**src/rtl/vga_pkg.sv**
```systemverilog
// Screen geometry shared by the VGA pipeline, plus the state encoding of the
// falling-rectangle controller.
package vga_pkg;

    localparam int unsigned H_ACTIVE = 800;
    localparam int unsigned V_ACTIVE = 600;
    localparam int unsigned POS_W    = 12;

    typedef enum logic [1:0] {
        ST_IDLE   = 2'd0,
        ST_FALL   = 2'd1,
        ST_LANDED = 2'd2
    } rect_state_e;

endpackage

```
**src/rtl/edge_det.sv**
```systemverilog
// Rising-edge detector: the history flop is registered and the pulse is
// combinational, so it is high during the cycle whose clk_in edge sees the 0->1 change.
module edge_det (
    input  logic clk_in,
    input  logic rst,
    input  logic sig_in,
    output logic rise_c
);

    logic prev_q;
    logic prev_d;

    always_comb begin
        prev_d = sig_in;
    end

    always_ff @(posedge clk_in or posedge rst) begin
        if (rst) begin
            prev_q <= 1'b0;
        end else begin
            prev_q <= prev_d;
        end
    end

    assign rise_c = sig_in & ~prev_q;

endmodule

```
**src/rtl/draw_rect_ctl.sv**
```systemverilog
// Rectangle position controller: follows the mouse, drops under gravity after
// a click, rests on the floor, and returns to tracking on the next click.
module draw_rect_ctl
    import vga_pkg::*;
#(
    parameter int unsigned RECT_H  = 64,
    parameter int unsigned Y_FLOOR = V_ACTIVE,
    parameter int unsigned GRAV    = 1,
    parameter int unsigned V_MAX   = 31
) (
    input  logic             clk_in,
    input  logic             rst,
    input  logic             vblnk_in,
    input  logic [POS_W-1:0] mouse_xpos,
    input  logic [POS_W-1:0] mouse_ypos,
    input  logic             mouse_left,
    output logic [POS_W-1:0] xpos,
    output logic [POS_W-1:0] ypos,
    output logic             falling
);

    localparam int unsigned VEL_W = 6;
    localparam int unsigned SUM_W = POS_W + 1;
    localparam logic [POS_W-1:0] TOP_Y = POS_W'(Y_FLOOR - RECT_H);

    logic tick_c;
    logic click_c;

    edge_det u_vblnk_edge (
        .clk_in (clk_in),
        .rst    (rst),
        .sig_in (vblnk_in),
        .rise_c (tick_c)
    );

    edge_det u_click_edge (
        .clk_in (clk_in),
        .rst    (rst),
        .sig_in (mouse_left),
        .rise_c (click_c)
    );

    rect_state_e      state_q, state_d;
    logic [POS_W-1:0] xpos_q, xpos_d;
    logic [POS_W-1:0] ypos_q, ypos_d;
    logic [VEL_W-1:0] vel_q, vel_d;
    logic             pending_q, pending_d;
    logic             falling_q, falling_d;

    logic             pend_any_c;
    logic [VEL_W:0]   vel_sum_c;
    logic [VEL_W-1:0] vel_n_c;
    logic [SUM_W-1:0] ypos_sum_c;
    logic [POS_W-1:0] mouse_y_clamp_c;

    // Gravity step and floor/mouse clamps, evaluated every cycle, used on ticks only.
    always_comb begin
        pend_any_c      = pending_q | click_c;
        vel_sum_c       = {1'b0, vel_q} + (VEL_W + 1)'(GRAV);
        vel_n_c         = (vel_sum_c > (VEL_W + 1)'(V_MAX)) ? VEL_W'(V_MAX)
                                                           : vel_sum_c[VEL_W-1:0];
        ypos_sum_c      = {1'b0, ypos_q} + SUM_W'(vel_n_c);
        mouse_y_clamp_c = (mouse_ypos > TOP_Y) ? TOP_Y : mouse_ypos;
    end

    always_comb begin
        state_d   = state_q;
        xpos_d    = xpos_q;
        ypos_d    = ypos_q;
        vel_d     = vel_q;
        pending_d = pend_any_c;

        if (tick_c) begin
            // Every tick consumes the pending click, whatever the state does with it.
            pending_d = 1'b0;
            unique case (state_q)
                ST_IDLE: begin
                    if (pend_any_c) begin
                        state_d = ST_FALL;
                        vel_d   = '0;
                    end else begin
                        xpos_d = mouse_xpos;
                        ypos_d = mouse_y_clamp_c;
                    end
                end
                ST_FALL: begin
                    vel_d = vel_n_c;
                    if (ypos_sum_c >= SUM_W'(TOP_Y)) begin
                        ypos_d  = TOP_Y;
                        state_d = ST_LANDED;
                    end else begin
                        ypos_d = ypos_sum_c[POS_W-1:0];
                    end
                end
                ST_LANDED: begin
                    if (pend_any_c) begin
                        state_d = ST_IDLE;
                    end
                end
                default: begin
                    state_d = ST_IDLE;
                end
            endcase
        end

        falling_d = (state_d == ST_FALL);
    end

    always_ff @(posedge clk_in or posedge rst) begin
        if (rst) begin
            state_q   <= ST_IDLE;
            xpos_q    <= '0;
            ypos_q    <= '0;
            vel_q     <= '0;
            pending_q <= 1'b0;
            falling_q <= 1'b0;
        end else begin
            state_q   <= state_d;
            xpos_q    <= xpos_d;
            ypos_q    <= ypos_d;
            vel_q     <= vel_d;
            pending_q <= pending_d;
            falling_q <= falling_d;
        end
    end

    assign xpos    = xpos_q;
    assign ypos    = ypos_q;
    assign falling = falling_q;

endmodule

```
**config.mk**
```make
export PLATFORM = sky130hd
export DESIGN_NAME = draw_rect_ctl
export DESIGN_NICKNAME = d
export VERILOG_FILES = /design/src/rtl/vga_pkg.sv /design/src/rtl/edge_det.sv /design/src/rtl/draw_rect_ctl.sv
export SDC_FILE = /design/constraint.sdc
export NUM_CORES = 1
export LEC_CHECK = 0
export ABC_AREA = 1
export BUFFER_PORTS_ARGS = -buffer_cell sky130_fd_sc_hd__buf_2
export CORE_UTILIZATION = 53
export DETAILED_ROUTE_END_ITERATION = 10
export GPL_TIMING_DRIVEN = 0
export PLACE_DENSITY = 0.79
export SLEW_MARGIN = 15
export SYNTH_ARGS = -nofsm -noshare
export SYNTH_HDL_FRONTEND = slang
export SYNTH_SLANG_ARGS = --single-unit
```
**constraint.sdc**
```tcl
create_clock -name clk_in -period 4.22 [get_ports clk_in]
set_input_delay 0.422 -clock clk_in [delete_from_list [all_inputs] [get_ports clk_in]]
set_output_delay 0.422 -clock clk_in [all_outputs]
set_load 0.005 [all_outputs]
```
After elaboration in Yosys (flattened, before gate mapping)
Index checks and enable logic that the tools add are counted.

cells by class
  order comparisons = 3
  equality and inequality tests = 5
  add/subtract/negate cells = 2
  reduce and logical (&&, ||, !) cells = 5
  multiplexer cells = 13
  bitwise operators = 6

operator list
  kind                    number
  $mux W12                3
  $pmux W12 S2            1
  $add A12 B6 Y13         1
  $ge A13 B10 Y1 const B  1
  $gt A12 B10 Y1 const B  1
  $mux W6                 2
  $pmux W6 S2             1
  $reduce_and A3 Y1       3
  $mux W2                 4
  $add A6 B1 Y7 const B   1
  $gt A7 B5 Y1 const B    1
  $pmux W2 S3             1
  $eq A2 B1 Y1 const B    2
  $ne A2 B2 Y1 const B    2
  $not A1 Y1              3
  $and A1 B1 Y1           2
  $eq A2 B2 Y1 const B    1
  $logic_not A2 Y1        1
  $reduce_bool A2 Y1      1
  $mux W1                 1
  $or A1 B1 Y1            1

storage, ports and cells
  input port bits = 28
  word-level logic and storage cells = 42
  output and inout port bits = 25
  register bits after elaboration = 36

Logic depth before layout (Yosys ltp)
Gate-level depths: netlist of run 1.

  word-level depth = 9
  depth in mapped cells = 20
  mapped depth without buffers = 20

Hierarchy
Synthesis of run 1 repeated with hierarchy kept, for this count alone.

unflattened totals
  cells, all modules = 283
  area, all modules = 2247.2 µm²

modules (own cells, without submodules)
  module         area each (µm²)  times used  sequential area each (µm²)  cells each
  draw_rect_ctl  2169.6           1           850.8                       275
  edge_det       38.8             2           25.0                        4

Least setup slack after synthesis of run 1
Ideal clock, no wire load.

  kind = register to register
  start point = reg vel_q[0]
  end point = reg ypos_q[3] (netlist: ypos[3])
  setup time = 0.117 ns
  clock period less this slack = 3.062 ns
  stages on the path, launching flop included = 20
  buffers on the path = 1
  required time = 4.103 ns
  data arrival time = 2.945 ns
  slack = 1.158 ns
  path through = dfrtp_1 > ha_1 > nand3_1 > xor2_1 > nor2_1 > a41oi_1 > nand2_1 > ha_1 > fa_1 > nand3_2 > nand3_1 > nand2_2 > nand2_4 > nand3_1 > nand2_1 > a21oi_2 > buf_6 > nand4_1 > nand2_1 > nand2_1

on the way
  longest elaborated chain between the ends = 7

RTL lines
  item                      line                  RTL
  start: declaration        draw_rect_ctl.sv:46   logic [VEL_W-1:0] vel_q, vel_d;
  start signal: assignment  draw_rect_ctl.sv:121  vel_q <= vel_d;
  $add A6 B1 Y7 (*)         draw_rect_ctl.sv:59   vel_sum_c = {1'b0, vel_q} + (VEL_W + 1)'(GRAV);
  $gt A7 B5 Y1              draw_rect_ctl.sv:60   vel_n_c = (vel_sum_c > (VEL_W + 1)'(V_MAX)) ? VEL_W'(V_MAX)
  $mux W6 (*)               draw_rect_ctl.sv:60
  $add A12 B6 Y13 (*)       draw_rect_ctl.sv:62   ypos_sum_c = {1'b0, ypos_q} + SUM_W'(vel_n_c);
  $ge A13 B10 Y1            draw_rect_ctl.sv:88   if (ypos_sum_c >= SUM_W'(TOP_Y)) begin
  $mux W12 (*)              draw_rect_ctl.sv:88
  $pmux W12 S2 (*)          draw_rect_ctl.sv:76   unique case (state_q)
  end signal: assignment    draw_rect_ctl.sv:120  ypos_q <= ypos_d;
  end: declaration          draw_rect_ctl.sv:45   logic [POS_W-1:0] ypos_q, ypos_d;

Every way passes the cells marked *; elsewhere a longest branch is shown, timed or not.
A chain may end at the register's enable or synchronous reset.

Worst setup path after layout of run 1
  start point = reg vel_q[0]
  end point = reg falling_q (netlist: falling)

on the way
  longest elaborated chain between the ends = 9

RTL lines
  item                    line                  RTL
  $add A6 B1 Y7 (*)       draw_rect_ctl.sv:59
  $gt A7 B5 Y1            draw_rect_ctl.sv:60
  $mux W6 (*)             draw_rect_ctl.sv:60
  $add A12 B6 Y13 (*)     draw_rect_ctl.sv:62
  $ge A13 B10 Y1 (*)      draw_rect_ctl.sv:88
  $mux W2 (*)             draw_rect_ctl.sv:88
  $pmux W2 S3 (*)         draw_rect_ctl.sv:76
  $mux W2 (*)             draw_rect_ctl.sv:73   if (tick_c) begin
  $eq A2 B1 Y1 (*)        draw_rect_ctl.sv:106  falling_d = (state_d == ST_FALL);
  via falling_d           draw_rect_ctl.sv:48   logic falling_q, falling_d;
  end signal: assignment  draw_rect_ctl.sv:123  falling_q <= falling_d;
  end: declaration        draw_rect_ctl.sv:48

The timed path passes the listed nets; every way through them passes the cells marked *.

==> results of run 1 <==
registers in the layout, summed over array words and instances, names as in the netlist:
name	flops
u_click_edge.prev_q	1
state_q	2
falling	1
xpos	12
ypos	12
pending_q	1
u_vblnk_edge.prev_q	1
vel_q	6
routing by layer:
layer,vias up,part of all wire,wire (µm),global-route usage
met4,0,0.020,97,0.09309
met2,67,0.46,2262,0.3916
met5,-,0,0,0
met1,920,0.46,2253,0.3333
met3,11,0.052,251,0.04138
li1,1018,-,-,-
cells in the mapped netlist (2+ instances only):
library cell / n / area share
nand2_1: 64 / 0.11
inv_1: 37 / 0.063
dfrtp_1: 36 / 0.41
nor2_1: 29 / 0.050
a21oi_1: 20 / 0.046
nand3_1: 16 / 0.037
nand4_1: 14 / 0.040
mux2_2: 12 / 0.062
ha_1: 8 / 0.046
o21ai_0: 7 / 0.016
nand2_2: 5 / 0.014
xor2_1: 4 / 0.016
a21oi_2: 2 / 0.0080
buf_2: 2 / 0.0046
inv_2: 2 / 0.0034
nand2_4: 2 / 0.010
nand3_2: 2 / 0.0091
nor3_1: 2 / 0.0046
power by group through the flow:
| stage | logic (mW) | registers, mW | clock network, mW |
|---|---|---|---|
| floorplan | 0.768 | 0.606 | 0 |
| global placement | 1.04 | 0.608 | 0 |
| detailed placement | 1.06 | 0.615 | 0 |
| CTS | 1.07 | 0.609 | 0.252 |
| global route | 1.22 | 0.631 | 0.266 |
| finish | 1.08 | 0.609 | 0.251 |
cell families after synthesis:
kind of cell | synth area share
other | 0.001712
multiplexers | 0.06168
AO/OA/AOI/OAI | 0.07996
buffers and inverters | 0.07824
flip-flops | 0.4112
XOR/XNOR | 0.01599
adder cells (fa/ha/maj) | 0.05483
AND/OR/NAND/NOR | 0.2964
per-stage QoR:
| step | util | cells | hold slack (ns) | setup WS, ns |
|---|---|---|---|---|
| CTS | 0.6563 | 387 | 0.2486 | 0.7131 |
| floorplan | - | 277 | 0.4534 | 1.158 |
| global route | 0.6563 | 387 | 0.2450 | 0.2970 |
| detailed placement | 0.6330 | 379 | 0.4852 | 0.7245 |
| finish | 0.6563 | 387 | 0.2429 | 0.6897 |
| global placement | 0.6330 | 379 | 0.4822 | 0.8168 |
layout make-up:
type	instances	area [µm²]
repair buffers	52	260.3
clock buffers	5	68.82
clock inverters	3	23.77
inverters	39	146.4
plain buffers	4	25.02
flip-flops and latches	36	900.9
multi-input cells	198	1119
well taps	50	62.56
fillers	332	1365
how the worst min path moves through the flow:
| stage | start | end | slack [ns] | cells after the start |
|---|---|---|---|---|
| 2_1_floorplan | mouse_left | u_click_edge.prev_q | 0.45 | 0 |
| 3_3_place_gp | xpos[8] | xpos[8] | 0.48 | 1 |
| 3_5_place_dp | pending_q | pending_q | 0.49 | 2 |
| 4_1_cts | vblnk_in | u_vblnk_edge.prev_q | 0.25 | 1 |
| 5_1_grt | vblnk_in | u_vblnk_edge.prev_q | 0.25 | 1 |
| 6_report | rst | xpos[11] | 0.24 | 2 |
worst register-to-register path, delay by kind of cell (launching register included):
| kind | cells | cell delay, ns |
|---|---|---|
| flip-flops | 1 | 0.43 |
| XOR/XNOR | 1 | 0.20 |
| AO/OA/AOI/OAI | 2 | 0.56 |
| adder cells (fa/ha/maj) | 3 | 0.91 |
| AND/OR/NAND/NOR | 13 | 1.36 |
==> impl_metrics.sql, run 1 <==
INSERT INTO impl_metrics (metric_group, metric, value, unit) VALUES
('timing', 'timing.clock.skew', '0.005737', 'ns'),
('die', 'floorplan.die_area', '4395', 'µm²'),
('critical_path', 'critical_path.max_fanout', '6', ''),
('run_status', 'outcome', 'finished clean', ''),
('logic_synthesis', 'synth_area_per_cell', '7.909', 'µm²'),
('timing', 'rsz_0062_raised_after_global_routing', 'false', ''),
('drt', 'drt_wl_total', '4865', 'µm'),
('clock_network', 'worstSkewPairLatency', '0.29', 'ns'),
('critical_path', 'crit-reg2reg-launch', 'vel_q[0]', ''),
('logic_synthesis', 'fraction_of_registers_with_async_set_or_reset_after_synthesis', '1.000', ''),
('logic_synthesis', 'prevailing_post_synth_register_cell', 'dfrtp_1', ''),
('die', 'dieHeight', '66.30', 'µm'),
('placement', 'port-buffer-count', '52', ''),
('min_path', 'min-delay-path-class', 'in -> async', ''),
('global_route', 'first_pass_grt_wire_length', '8121', 'µm'),
('drt', 'overall_via_count_from_detail_route', '2016', ''),
('pwr', 'power_switching_share', '0.4632', ''),
('global_route', 'grt_max_degree', '37', ''),
('timing', 'setup_total_neg_slack', '0', 'ns'),
('logic_synthesis', 'yosys_warnings', '0', ''),
('die', 'core_area', '3971', 'µm²'),
('logic_synthesis', 'ys_seq_area_frac', '0.4112', ''),
('clock_network', 'clock-sinks', '36', ''),
('logic_synthesis', 'syn-cell-area', '2191', 'µm²'),
('timing', 'slew_headroom', '0.5101', ''),
('finish', 'layout.cells.most_common_list', 'nand2_1, buf_2, inv_1, dfrtp_1, nor2_1', ''),
('clock_network', 'cts_htree_levels', '2', ''),
('critical_path', 'critical_path.max_stage_delay', '0.43', 'ns'),
('pwr', 'p_switching', '896.7', 'µW'),
('finish', 'finish.instance_area', '2606', 'µm²'),
('pwr', 'power.sequential.fraction', '0.315', ''),
('critical_path', 'crit_buf_inv', '0', ''),
('pwr', 'cellInternalPower', '1.039', 'mW'),
('global_route', 'gr-total-overflow', '0', ''),
('critical_path', 'crit_start', 'vel_q[0]', ''),
('pwr', 'leakagePower', '1.428', 'nW'),
('critical_path', 'endpoint', 'falling', ''),
('die', 'count_of_standard_cell_rows', '23', ''),
('timing', 'timing_hold_violations_final', '0', ''),
('placement', 'dpl.hpwl', '3750', 'µm'),
('clock_network', 'maximum_buffer_depth_of_the_clock_tree', '2', ''),
('pwr', 'total_power', '1.936', 'mW'),
('placement', 'place.gp.congestion', '0.8474', ''),
('finish', 'synthToLayoutAreaGrowth', '18.96', '%'),
('critical_path', 'worstSetupStartpointType', 'flip-flop', ''),
('drt', 'drt-pass1-iter-count', '5', ''),
('critical_path', 'number_of_logic_stages_on_the_critical_path_including_buffering', '19', ''),
('logic_synthesis', 'synth-edff-count', '0', ''),
('clock_network', 'ctsRootBufferMaster', 'clkbuf_8', ''),
('clock_network', 'cts_inserted_buffers', '5', ''),
('die', 'start_util', '0.5517', ''),
('pwr', 'p_per_area', '742.8', 'nW/µm²'),
('timing', 'final_period_minus_worst_setup_slack', '3.530', 'ns'),
('critical_path', 'worstRegToRegCells', '19', ''),
('critical_path', 'critical_path.cell_chain', 'ha_1 > nand3_1 > xor2_1 > nor2_1 > a41oi_1 > nand2_1 > ha_1 > fa_1 > nand3_2 > nand3_1 > nand2_2 > nand2_4 > nand3_1 > nand2_1 > a21oi_2 > nand3_1 > nand2_1 > nand2_1 > nor2_2', ''),
('pwr', 'worst_ir_drop_vdd', '0.3807', 'mV'),
('clock_network', 'postCtsResizedCells', '0', ''),
('global_route', 'grt_pass1_vias', '1831', ''),
('clock_network', 'clock_transition_time_at_the_flip_flop_clock_pins_of_the_worst_setup_and_hold_paths', '0.08', 'ns'),
('critical_path', 'worstSetupEndpointType', 'flip-flop', ''),
('timing', 'final_min_period_over_clock_period', '0.8366', ''),
('drt', 'drtAntennaViolNets', '0', ''),
('flow_run', 'drv_cap', '0', ''),
('clock_network', 'cts_tree', 'yes', ''),
('logic_synthesis', 'synthCells', '277', ''),
('critical_path', 'setup.worst_path.class', 'reg -> reg', ''),
('die', 'die_extent_in_x', '66.30', 'µm'),
('logic_synthesis', 'mappedNetlistNets', '314', ''),
('finish', 'antenna_cells_inserted', '0', ''),
('timing', 'achievable-frequency', '283.3', 'MHz'),
('critical_path', 'rr_endpoint', 'falling', '');
Note: power is estimated with default switching activity, not from simulation.
==> inputs of run 2 (changes only) <==
--- a/config.mk
+++ b/config.mk
@@ -7,10 +7,10 @@
 export LEC_CHECK = 0
 export ABC_AREA = 1
 export BUFFER_PORTS_ARGS = -buffer_cell sky130_fd_sc_hd__buf_2
-export CORE_UTILIZATION = 53
+export CORE_UTILIZATION = 48
 export DETAILED_ROUTE_END_ITERATION = 10
 export GPL_TIMING_DRIVEN = 0
-export PLACE_DENSITY = 0.79
+export PLACE_DENSITY = 0.76
 export SLEW_MARGIN = 15
 export SYNTH_ARGS = -nofsm -noshare
 export SYNTH_HDL_FRONTEND = slang
==> constraint.sdc (replaced) <==
create_clock -name clk_in -period 3.2 [get_ports clk_in]
set_input_delay 0.32 -clock clk_in [delete_from_list [all_inputs] [get_ports clk_in]]
set_output_delay 0.32 -clock clk_in [all_outputs]
set_load 0.005 [all_outputs]
==> impl_metrics.sql, run 2 (synthesized netlist as in run 1, its figures left out) <==
INSERT INTO impl_metrics (metric_group, metric, value, unit) VALUES
('run_status', 'outcome', 'finished clean', ''),
('drt', 'drt-wirelength-per-cell', '13.28', 'µm'),
('pwr', 'power_switching_share', '0.4557', ''),
('timing', 'worst-slew-pin-transition', '0.7317', 'ns'),
('finish', 'finish.instance_area', '2913', 'µm²'),
('pwr', 'total_power', '2.929', 'mW'),
('critical_path', 'arrival', '3.31', 'ns'),
('placement', 'post-place-cells', '381', ''),
('timing', 'final_min_period_over_clock_period', '0.9692', ''),
('pwr', 'leakagePower', '1.497', 'nW'),
('clock_network', 'clock-sinks', '36', ''),
('critical_path', 'worstSetupEndpointType', 'flip-flop', ''),
('critical_path', 'setup.reg_to_reg.worst_slack', '0.1', 'ns'),
('pwr', 'p_per_area', '1006', 'nW/µm²'),
('flow_run', 'drv_cap', '0', ''),
('die', 'core_area', '4384', 'µm²'),
('finish', 'antenna_cells_inserted', '0', ''),
('die', 'start_util', '0.4997', ''),
('critical_path', 'crit_start', 'vel_q[1]', ''),
('placement', 'dpl.hpwl', '3819', 'µm'),
('finish', 'final_net_count', '386', ''),
('die', 'ioPinCount', '53', ''),
('timing', 'fin_max_slew_vios', '0', ''),
('global_route', 'antenna_found_initial', '0', ''),
('clock_network', 'maximum_buffer_depth_of_the_clock_tree', '2', ''),
('drt', 'drtAntennaViolNets', '0', ''),
('global_route', 'gr-total-overflow', '0', ''),
('finish', 'synthToLayoutAreaGrowth', '32.95', '%'),
('placement', 'placement.setup.worst_slack', '-0.2714', 'ns'),
('finish', 'fin_cells', '402', ''),
('pwr', 'power.share.combinational', '0.597', ''),
('die', 'count_of_standard_cell_rows', '24', ''),
('clock_network', 'cts_tree', 'yes', ''),
('finish', 'final_common_cell', 'nand2_1', ''),
('global_route', 'grt_use_total', '0.2140', ''),
('global_route', 'grt_max_degree', '37', ''),
('min_path', 'min-delay-path-class', 'in -> async', ''),
('critical_path', 'worstRegToRegCells', '18', ''),
('timing', 'rsz_0062_raised_after_global_routing', 'true', ''),
('drt', 'vias_per_cell', '5.294', ''),
('global_route', 'grt_pass1_vias', '1913', ''),
('placement', 'postPlaceCellArea', '2516', 'µm²'),
('critical_path', 'rr_endpoint', 'ypos[7]', ''),
('die', 'die_extent_in_x', '69.56', 'µm'),
('critical_path', 'setup.worst_path.class', 'reg -> reg', ''),
('pwr', 'cellInternalPower', '1.594', 'mW'),
('clock_network', 'clock_transition_time_at_the_flip_flop_clock_pins_of_the_worst_setup_and_hold_paths', '0.07', 'ns'),
('drt', 'drt-pass1-iter-count', '4', ''),
('timing', 'setup_violations', '0', ''),
('timing', 'slew_headroom', '0.5115', ''),
('timing', 'timing_hold_violations_final', '0', ''),
('clock_network', 'worstSkewPairLatency', '0.28', 'ns'),
('clock_network', 'cts_inserted_buffers', '5', ''),
('drt', 'overall_via_count_from_detail_route', '2128', ''),
('critical_path', 'endpoint', 'ypos[7]', ''),
('timing', 'timing.clock.skew', '0.005894', 'ns'),
('drt', 'detail_route.drc_violations', '0', ''),
('timing', 'final_period_minus_worst_setup_slack', '3.101', 'ns'),
('pwr', 'power.sequential.fraction', '0.289', ''),
('pwr', 'worst_ir_drop_vdd', '0.5209', 'mV'),
('pwr', 'clockPowerShare', '0.114', ''),
('critical_path', 'crit-reg2reg-launch', 'vel_q[1]', ''),
('clock_network', 'ctsRootBufferMaster', 'clkbuf_8', ''),
('die', 'dieHeight', '69.56', 'µm'),
('drt', 'drt_wl_total', '5337', 'µm'),
('critical_path', 'worstSetupStartpointType', 'flip-flop', ''),
('critical_path', 'critical_path.max_fanout', '5', ''),
('critical_path', 'endpoint_required_time_on_the_critical_path', '3.41', 'ns'),
('die', 'floorplan.die_area', '4839', 'µm²'),
('finish', 'share_of_final_layout_standard_cells_stronger_than_drive_strength_1', '0.3829', ''),
('clock_network', 'cts_htree_levels', '2', ''),
('timing', 'final_worst_slack', '0.09866', 'ns'),
('global_route', 'first_pass_grt_wire_length', '8252', 'µm'),
('placement', 'port-buffer-count', '52', ''),
('pwr', 'p_switching', '1.335', 'mW'),
('drt', 'drt_iter0_drc', '172', ''),
('timing', 'achievable-frequency', '322.4', 'MHz'),
('finish', 'layout.cells.most_common_list', 'nand2_1, buf_2, inv_1, dfrtp_1, nor2_1', ''),
('placement', 'place.gp.congestion', '0.8286', ''),
('clock_network', 'postCtsHoldBufs', '0', '');
-- run 2: how the worst min path moves through the flow --
stage	startpoint	endpoint	slack, ns
after floorplan	mouse_left	u_click_edge.prev_q	0.35
after global placement	vblnk_in	u_vblnk_edge.prev_q	0.44
after detailed placement	vblnk_in	u_vblnk_edge.prev_q	0.45
after CTS	vblnk_in	u_vblnk_edge.prev_q	0.15
after global routing	vblnk_in	u_vblnk_edge.prev_q	0.14
final	rst	xpos[11]	0.16
-- run 2: cell type report --
cell class	count	area [µm²]
fill	376	1471
multi-input combinational	199	1318
sequential	36	903.4
timing repair buffer	64	361.6
inverter	39	146.4
clock buffer	7	86.33
tap	52	65.06
buffer	4	25.02
clock inverter	1	7.507
-- run 2: power by group through the flow --
stage | combinational (mW) | sequential (mW) | clock (mW)
after floorplan | 1.01 | 0.799 | 0
after global routing | 1.95 | 0.878 | 0.362
final | 1.75 | 0.847 | 0.334
after CTS | 1.43 | 0.821 | 0.341
after global placement | 1.36 | 0.804 | 0
after detailed placement | 1.40 | 0.816 | 0
-- run 2: worst max-delay path, cell delays in order (launching register included) --
cell and delay (ns):
dfrtp_2 0.43, buf_6 0.11, nand4_1 0.15, nor3b_2 0.24, a21oi_2 0.08, a41oi_2 0.24, nand2_2 0.12, ha_4 0.18
fa_2 0.37, nand3_2 0.08, nand3_2 0.09, nand2_2 0.11, nand2_4 0.06, nand3_2 0.06, nand2_2 0.06, a21oi_4 0.20
buf_6 0.15, nand4_1 0.10, a21oi_2 0.16
-- run 2: stage by stage --
stage	hold WS, ns	setup TNS (ns)	util
floorplan	0.3514	0	-
global placement	0.4434	-2.101	0.5739
detailed placement	0.4475	-3.017	0.5739
CTS	0.1492	0	0.6070
global route	0.1402	-0.8745	0.6644
finish	0.1555	0	0.6644
-- run 2: what timing repair did --
action,in CTS,in global routing
endpoints found under the setup margin,13,13
cloned,0,2
resized for setup,8,33
setup buffers,2,9
pin swaps,2,18
-- run 2: metal layers --
| layer | vias to the layer above | global-route usage | part of all wire |
|---|---|---|---|
| met5 | - | 0 | 0 |
| met4 | 0 | 0.04082 | 0.017 |
| met3 | 13 | 0.05669 | 0.064 |
| met2 | 78 | 0.3592 | 0.47 |
| met1 | 984 | 0.2801 | 0.44 |
| li1 | 1053 | - | - |
